[src/rtl/data_mem_ctrl.sv]
// data_mem_ctrl: byte-addressed data memory with valid/ready requests, configurable read latency and clear-on-reset
module data_mem_ctrl #(
    parameter int DEPTH      = 32,
    parameter int ADDR_W     = 32,
    parameter int RD_LAT     = 1,
    parameter int INIT_CLEAR = 1
) (
    input  logic              clk,
    input  logic              rst,
    input  logic              req_valid,
    output logic              req_ready,
    input  logic              req_write,
    input  logic [1:0]        req_size,
    input  logic              req_signed,
    input  logic [ADDR_W-1:0] req_addr,
    input  logic [31:0]       req_wdata,
    output logic              rsp_valid,
    output logic [31:0]       rsp_rdata,
    output logic              rsp_err,
    output logic              init_busy
);
    localparam int AW = $clog2(DEPTH);
    typedef enum logic [1:0] {INIT, IDLE, WAIT} state_t;

    state_t            state_q, state_d;
    logic [AW-1:0]     clr_q, clr_d;
    logic [1:0]        lat_q, lat_d;
    logic              busy_q, busy_d;
    logic              ready_q, ready_d;
    logic              rsp_valid_q, rsp_valid_d;
    logic [31:0]       rdata_q, rdata_d;
    logic              err_q, err_d;
    logic [31:0]       pend_q, pend_d;

    logic [31:0]       mem [DEPTH];
    logic              mem_we;
    logic [AW-1:0]     mem_widx;
    logic [31:0]       mem_wdata;

    logic [ADDR_W-3:0] widx;
    logic [AW-1:0]     idx;
    logic [31:0]       rd_word, ld_data, mask, wd_rep;
    logic [7:0]        byte_v;
    logic [15:0]       half_v;
    logic              req_err, accept;

    assign widx    = req_addr[ADDR_W-1:2];
    assign idx     = widx[AW-1:0];
    assign rd_word = mem[idx];
    assign byte_v  = rd_word[{req_addr[1:0], 3'b000} +: 8];
    assign half_v  = rd_word[{req_addr[1], 4'b0000} +: 16];
    assign req_err = (|(widx >> AW)) || req_size == 2'b11 || (req_size == 2'b01 && req_addr[0])
                     || (req_size == 2'b10 && req_addr[1:0] != 2'b00);
    assign accept  = req_valid && ready_q;
    assign ld_data = req_size == 2'b00 ? {{24{req_signed & byte_v[7]}}, byte_v} :
                     req_size == 2'b01 ? {{16{req_signed & half_v[15]}}, half_v} : rd_word;
    assign mask    = req_size == 2'b00 ? 32'hFF << {req_addr[1:0], 3'b000} :
                     req_size == 2'b01 ? 32'hFFFF << {req_addr[1], 4'b0000} : '1;
    assign wd_rep  = req_size == 2'b00 ? {4{req_wdata[7:0]}} :
                     req_size == 2'b01 ? {2{req_wdata[15:0]}} : req_wdata;

    always_comb begin
        state_d     = state_q;
        clr_d       = clr_q;
        lat_d       = lat_q;
        busy_d      = busy_q;
        ready_d     = ready_q;
        rsp_valid_d = 1'b0;
        rdata_d     = rdata_q;
        err_d       = err_q;
        pend_d      = pend_q;
        mem_we      = 1'b0;
        mem_widx    = clr_q;
        mem_wdata   = '0;
        case (state_q)
            INIT: begin
                if (INIT_CLEAR == 0) begin
                    state_d = IDLE;
                    ready_d = 1'b1;
                end else begin
                    mem_we = 1'b1;
                    clr_d  = clr_q + 1'b1;
                    if (clr_q == AW'(DEPTH - 1)) begin
                        state_d = IDLE;
                        busy_d  = 1'b0;
                        ready_d = 1'b1;
                    end
                end
            end
            IDLE, WAIT: begin
                if (state_q == WAIT && !rsp_valid_q) begin
                    lat_d = lat_q - 1'b1;
                    if (lat_q == 2'd1) begin
                        rsp_valid_d = 1'b1;
                        ready_d     = 1'b1;
                        rdata_d     = pend_q;
                        err_d       = 1'b0;
                    end
                end else if (accept) begin
                    state_d   = WAIT;
                    mem_we    = req_write && !req_err;
                    mem_widx  = idx;
                    mem_wdata = (rd_word & ~mask) | (wd_rep & mask);
                    // errors and stores always answer on the next cycle; loads may wait longer
                    if (req_err || req_write || RD_LAT == 1) begin
                        rsp_valid_d = 1'b1;
                        ready_d     = 1'b1;
                        rdata_d     = (req_err || req_write) ? '0 : ld_data;
                        err_d       = req_err;
                    end else begin
                        ready_d = 1'b0;
                        lat_d   = 2'(RD_LAT - 1);
                        pend_d  = ld_data;
                    end
                end else begin
                    state_d = IDLE;
                    ready_d = 1'b1;
                end
            end
            default: state_d = INIT;
        endcase
    end

    always_ff @(posedge clk) begin
        if (rst) begin
            state_q     <= INIT;
            clr_q       <= '0;
            lat_q       <= '0;
            busy_q      <= INIT_CLEAR != 0;
            ready_q     <= 1'b0;
            rsp_valid_q <= 1'b0;
            rdata_q     <= '0;
            err_q       <= 1'b0;
            pend_q      <= '0;
        end else begin
            state_q     <= state_d;
            clr_q       <= clr_d;
            lat_q       <= lat_d;
            busy_q      <= busy_d;
            ready_q     <= ready_d;
            rsp_valid_q <= rsp_valid_d;
            rdata_q     <= rdata_d;
            err_q       <= err_d;
            pend_q      <= pend_d;
        end
    end

    always_ff @(posedge clk) begin
        if (mem_we && !rst)
            mem[mem_widx] <= mem_wdata;
    end

    assign req_ready = ready_q;
    assign rsp_valid = rsp_valid_q;
    assign rsp_rdata = rdata_q;
    assign rsp_err   = err_q;
    assign init_busy = busy_q;
endmodule
[config.mk]
export PLATFORM = sky130hd
export DESIGN_NAME = data_mem_ctrl
export DESIGN_NICKNAME = d
export VERILOG_FILES = /design/src/rtl/data_mem_ctrl.sv
export SDC_FILE = /design/constraint.sdc
export NUM_CORES = 1
export LEC_CHECK = 0
export BUFFER_PORTS_ARGS = -buffer_cell sky130_fd_sc_hd__buf_2
export CAP_MARGIN = 10
export CORE_MARGIN = 3
export CORE_UTILIZATION = 45
export CTS_CLUSTER_DIAMETER = 50
export DETAILED_ROUTE_END_ITERATION = 10
export PLACE_DENSITY = 0.72
export SLEW_MARGIN = 20
export SYNTH_ARGS = -nofsm -noshare
export SYNTH_HDL_FRONTEND = slang
export SYNTH_SLANG_ARGS = --single-unit
[constraint.sdc]
create_clock -name clk -period 11.8 [get_ports clk]
set_clock_uncertainty 0.05 [all_clocks]
set_input_delay 0.59 -clock clk [delete_from_list [all_inputs] [get_ports clk]]
set_output_delay 0.59 -clock clk [all_outputs]
set_load 0.005 [all_outputs]
# After elaboration in Yosys (flattened, before gate mapping)
# Memories as Yosys holds them, arrays and structs flattened.
# Index checks and enable logic that the tools add are counted.
[classes]
mul = 0
div = 0
addsub = 2
n_reduce_logical = 26
n_lt_le_gt_ge = 0
eq_ne = 11
muxes = 35
n_bitwise = 7
n_shift = 4
[ops]
columns = ["op", "count"]
rows = [
  ["$mux 32", 13],
  ["$and 32x32->32", 2],
  ["$not 32->32", 1],
  ["$or 32x32->32", 1],
  ["$shiftx 32x6->16", 1],
  ["$shiftx 32x6->8", 1],
  ["$shl 16x5->32 const A", 1],
  ["$shl 8x5->32 const A", 1],
  ["$reduce_or 25->1", 1],
  ["$mux 5", 3],
  ["$mux 1", 13],
  ["$eq 2x1->1 const B", 3],
  ["$eq 2x2->1 const B", 3],
  ["$logic_and 1x1->1", 6],
  ["$mux 2", 3],
  ["$reduce_and 2->1", 3],
  ["$reduce_and 3->1", 2],
  ["$reduce_bool 2->1", 3],
  ["$add 5x1->5 const B", 1],
  ["$eq 5x5->1 const B", 1],
  ["$logic_not 2->1", 2],
  ["$logic_or 1x1->1", 4],
  ["$ne 2x2->1 const B", 2],
  ["$pmux 1 s2", 2],
  ["other kinds (8)", 12],
]
[word_totals]
out_inout_bits = 36
romBits = 0
mem_bits_rw = 1024
inputBits = 71
memories = 1
latch_bits = 0
reg_bits = 45
[memory_table]
columns = ["memory", "words", "word_bits", "rd", "rd_clocked_by_memory_dff", "wr", "line", "source"]
rows = [
  ["mem", 32, 32, 1, 0, 1, "35", "logic [31:0] mem [DEPTH];"],
]

# Logic depth before layout (Yosys ltp)
[depth]
ltp_word = 12
depth_mapped = 11

# Worst setup path before layout
# Ideal clock, no wire load.
[synth_timing]
path_kind = "in2reg"
from = "input port req_addr[4]"
to = "memory mem[0][17] (data pin)"
slack_ns = 7.589
stages = 9
t_required_ns = 11.283
path_buffers = 5
arrival_time_ns = 3.694
setup_ns = 0.467
path_cell_list = "buf_4 -> buf_4 -> clkbuf_1 -> buf_2 -> buf_1 -> mux2i_1 -> a22oi_1 -> nand2_1 -> a211oi_1"
[synth_via]
elab_chain_cells = 6
[synth_lines]
columns = ["item", "line", "source"]
rows = [
  ["from (decl)", "15", "input logic [ADDR_W-1:0] req_addr,"],
  ["$mem_v2 32x32", "n/a", ""],
  ["$and 32x32->32", "103", "mem_wdata = (rd_word & ~mask) | (wd_rep & mask);"],
  ["$or 32x32->32", "103", ""],
  ["$mux 32", "99", "end else if (accept) begin"],
  ["$mux 32", "91", "if (state_q == WAIT && !rsp_valid_q) begin"],
  ["$mux 32", "75", "case (state_q)"],
  ["net mem_wdata[17]", "38", "logic [31:0] mem_wdata;"],
  ["to (decl)", "35", ""],
]
# The timed path passes the listed nets, and every way through them passes these cells.

# Worst setup path in the final report
[layout_timing]
from = "input port req_addr[0]"
to = "memory mem[11][3] (enable)"
[layout_via]
elab_chain_cells = 11
word_cells_on_any_way = 13
classes_between = "5 x mux; 8 x reduce/logical"
[layout_lines]
columns = ["item", "line", "source"]
rows = [
  ["$reduce_bool 2->1 or $logic_and 1x1->1 (tied branches)", "53, 52", ""],
  ["$logic_and 1x1->1 or $logic_or 1x1->1 (tied branches)", "53, 52", ""],
  ["$logic_or 1x1->1 (*)", "53", "|| (req_size == 2'b10 && req_addr[1:0] != 2'b00);"],
  ["$logic_not 1->1 (*)", "101", "mem_we = req_write && !req_err;"],
  ["$logic_and 1x1->1 (*)", "101", ""],
  ["$mux 1 (*)", "99", ""],
  ["$mux 1 (*)", "91", ""],
  ["$pmux 1 s2 (*)", "75", ""],
  ["$logic_and 1x1->1 (*)", "149", "if (mem_we && !rst)"],
  ["$mux 1 (*)", "149", ""],
  ["$mux 1 (implied by the code) (*)", "150", "mem[mem_widx] <= mem_wdata;"],
]
# Every way passes the cells marked *; elsewhere a longest branch is shown, timed or not.

==> out/qor.csv <==
stage,metric,value,unit
timing,crit path time final,4370,ps
place,GP Congestion,0.900,
critical_path,crit-path cells,"buf_2, o31ai_2, nand3_1, nor4_1, o21a_1, nand2_1, nor2_4, buf_4",
critical_path,Required @ worst endpoint,12050,ps
synthesis,most area-consuming cells after synthesis,"edfxtp_1, mux4_2, dfxtp_1",
floorplan,IO Count,107,
timing,Final period util,37.1,%
route,met2 WL,49.9,mm
cts,TritonCTS buffer count,109,
timing,Rel. slew slack,27.5,%
critical_path,crit start category,primary input,
synthesis,Synth Net Count,2153,
route,Routed Antenna Nets,0,
synthesis,top cells by instance count after synthesis,"edfxtp_1, mux4_2, nor2_1",
synthesis,biggest area consumer among synthesized cells,edfxtp_1,
synthesis,post-synth cell types,59,
layout,Filler cells,7103,
route,DRC Markers,0,
cts,clk_lat worst skew,690,ps
synthesis,mean cell area of the mapped netlist,20.4,um2
synthesis,fraction of registers with async set/reset,0,%
layout,Final Instance Area,0.0483,mm2
place,post-DP HPWL,65.0,mm
timing,Final setup violation count,0,
pwr,leakage,0.0137,uW
pwr,total power,7760,uW
place,placed inst area,0.0448,mm2
synthesis,Post-synth EDFFs,1024,
run,max-cap viol count,0,
global_routing,gr usage total,22.6,%
synthesis,Synth Area in Adders,0.177,%
synthesis,XOR/XNOR Fraction of Synth Area,0.0828,%
critical_path,Setup Crit Path Kind,in -> reg,
layout,NumNets Final,2332,
timing,setup TNS,0,ps
global_routing,GR Overflow Total,0,
route,DRT Pass-1 Iters,6,
floorplan,Initial Utilization,45.7,%
cts,cts repair resizes,0,
cts,"CTS clk-pin slew, worst paths",60,ps
timing,worst slew pin tran,1090,ps
floorplan,Die X,313,um
timing,endpoints failing hold,0,
synthesis,Simple-Gate Fraction of Synth Area,3.28,%
layout,final core occ,52.2,%
critical_path,"delay-heaviest family, CP",simple AND/OR/NAND/NOR gates,
timing,"Slew Viols, Final",0,
layout,area of the multi-input gates,0.0104,mm2
cts,hold buffers post-CTS,0,
synthesis,Post-Syn Instances,2076,
timing,Hold WS,221,ps
global_routing,largest net degree at the start of global routing,116,
route,vias per cell,6.28,
route,WL/cell,30.9,um
cts,maximum clock path buffer count,3,
route,met3 routed WL,16.4,mm
cts,CTS H-tree depth,3,
route,Initial DRC Count,3192,
timing,Max Freq,229,MHz
synthesis,post-synthesis register bit count,1069,
floorplan,FP Rows,111,
layout,"Area growth, synth to finish",14.2,%
cts,TritonCTS clock tree,yes,
route,Final Routed Wirelength,111,mm
run_status,status,completed,
timing,RSZ-0062 raised after global routing,no,
critical_path,crit-path max cell delay,900,ps
synthesis,Synth top area share,72.7,%
synthesis,Ys Warns,0,
place,# port buffers,106,
synthesis,"Seq/Total Area, Yosys",74.8,%
critical_path,crit path max-delay cell type,o31ai_2,
synthesis,largest family of logic cells by synthesized area,multiplexers,
floorplan,die height,313,um
cts,CTS sink count,1069,
route,met1 WL,41.6,mm
floorplan,die area,0.0977,mm2
synthesis,mux contribution to synthesized area,16.1,%
synthesis,synthesized area,0.0423,mm2
floorplan,CORE AREA,0.0925,mm2
hold_path,worst hold path type,in -> reg,
global_routing,initial antenna violation count,8,
cts,post-CTS setup buffers,0,
critical_path,CP Capture Type,register,
cts,Root Buffer,clkbuf_16,
pwr,worst vdd ir,0.106,mV
critical_path,arrival time of the worst setup path,4620,ps
layout,share of cells above drive strength 1,28.7,%
critical_path,CP bufs+invs,2,
synthesis,top-count cell post-synth,edfxtp_1,
pwr,pwr dens,161,mW/mm2
route,vias,22600,
global_routing,vias in the first global route,22800,
synthesis,Synth Area in Compound Gates,4.05,%
critical_path,crit path max fanout,18,
global_routing,first-pass GRT wire length,160,mm
layout,Seq. cell area,0.0317,mm2
route,uppermost routed layer,met5,
synthesis,"Primary FF master, synth",edfxtp_1,
stage by stage:
stage	setup WS, ps	std cells
2_1_floorplan	7590	2076
3_3_place_gp	6620	3387
3_5_place_dp	6510	3387
4_1_cts	7250	3591
5_1_grt	7250	3591
6_report	7430	3593
where the power goes:
group | total (uW) | switching (uW) | internal [uW]
clock | 3320 | 1450 | 1870
sequential | 4130 | 7.50 | 4120
combinational | 309 | 199 | 110
layer usage:
metal  vias up  GRT usage [%]
met3       239           8.28
met4        12           6.62
met5         -          0.593
li1       9107              -
met1     11700           31.7
met2      1505           33.3
registers in the layout, summed over array words and instances (netlist names):
signal     cells
mem         1024
rsp_rdata     32
clr_q          5
lat_q          2
state_q        2
init_busy      1
req_ready      1
rsp_err        1
rsp_valid      1
placed cells by master (no fill, tap or decap), types with 7 or more instances in the layout:
| master | netlist | layout |
|---|---|---|
| nand2_1 | 49 | 48 |
| mux4_1 | 28 | 28 |
| a32o_1 | 7 | 7 |
| nand2b_1 | 7 | 7 |
| nand3_1 | 33 | 33 |
| edfxtp_1 | 1024 | 1024 |
| clkinv_2 | 0 | 17 |
| a22oi_1 | 37 | 37 |
| inv_6 | 0 | 9 |
| nor4_1 | 11 | 11 |
| inv_1 | 7 | 7 |
| buf_4 | 5 | 83 |
| a221oi_1 | 14 | 14 |
| nor2_1 | 102 | 69 |
| clkbuf_16 | 0 | 110 |
| nor3_1 | 8 | 8 |
| dfxtp_1 | 45 | 45 |
| a21boi_0 | 7 | 7 |
| o22ai_1 | 43 | 43 |
| nor3b_1 | 8 | 8 |
| mux2i_1 | 72 | 72 |
| clkinv_1 | 1 | 27 |
| a211oi_2 | 0 | 16 |
| clkbuf_1 | 63 | 17 |
| a21oi_1 | 43 | 40 |
| o2bb2a_1 | 15 | 15 |
| o21ai_0 | 9 | 9 |
| o211ai_1 | 8 | 8 |
| mux4_2 | 230 | 230 |
| a22o_1 | 9 | 9 |
| nor2_4 | 0 | 32 |
| a31oi_1 | 7 | 7 |
| a211oi_1 | 33 | 17 |
| mux2_2 | 16 | 16 |
| buf_2 | 35 | 103 |
| nand3_2 | 10 | 10 |
| nor2b_1 | 23 | 23 |
layout make-up:
cell class	count	area share [%]
flip-flops and latches	1069	65.5
repair buffers	190	2.50
inverters	8	0.0621
clock buffers	133	6.00
well taps	1243	3.22
clock inverters	71	1.20
diodes	2	0.0104
multi-input cells	877	21.5
worst register-to-register path, stage by stage (launching register included):
cell and delay (ps):
dfxtp_1 360, inv_1 90, ha_1 310, and3_1 210
and2_1 520, mux2i_1 590, o211ai_1 510, nor2_4 690
buf_4 570
worst paths after layout:
kind / to / cells after the start / from / slack, ps
hold reg to reg: rsp_rdata[6] / 1 / rsp_rdata[6] / 440
hold / removal: lat_q[1] / 2 / rst / 220
setup reg to reg: mem[3][20] / 8 / state_q[0] / 7490
setup / recovery: mem[11][3] / 8 / req_addr[0] / 7430
cell families (layout without fill, tap and decap cells):
group	count (synthesis)	in the layout
compound gates	243	243
xor+xnor	4	4
fa+ha+maj	6	6
buf+inv	130	402
flops	1069	1069
mux	346	346
other cells	0	2
simple gates	278	278
No activity file was read; power rests on OpenSTA's default activity.
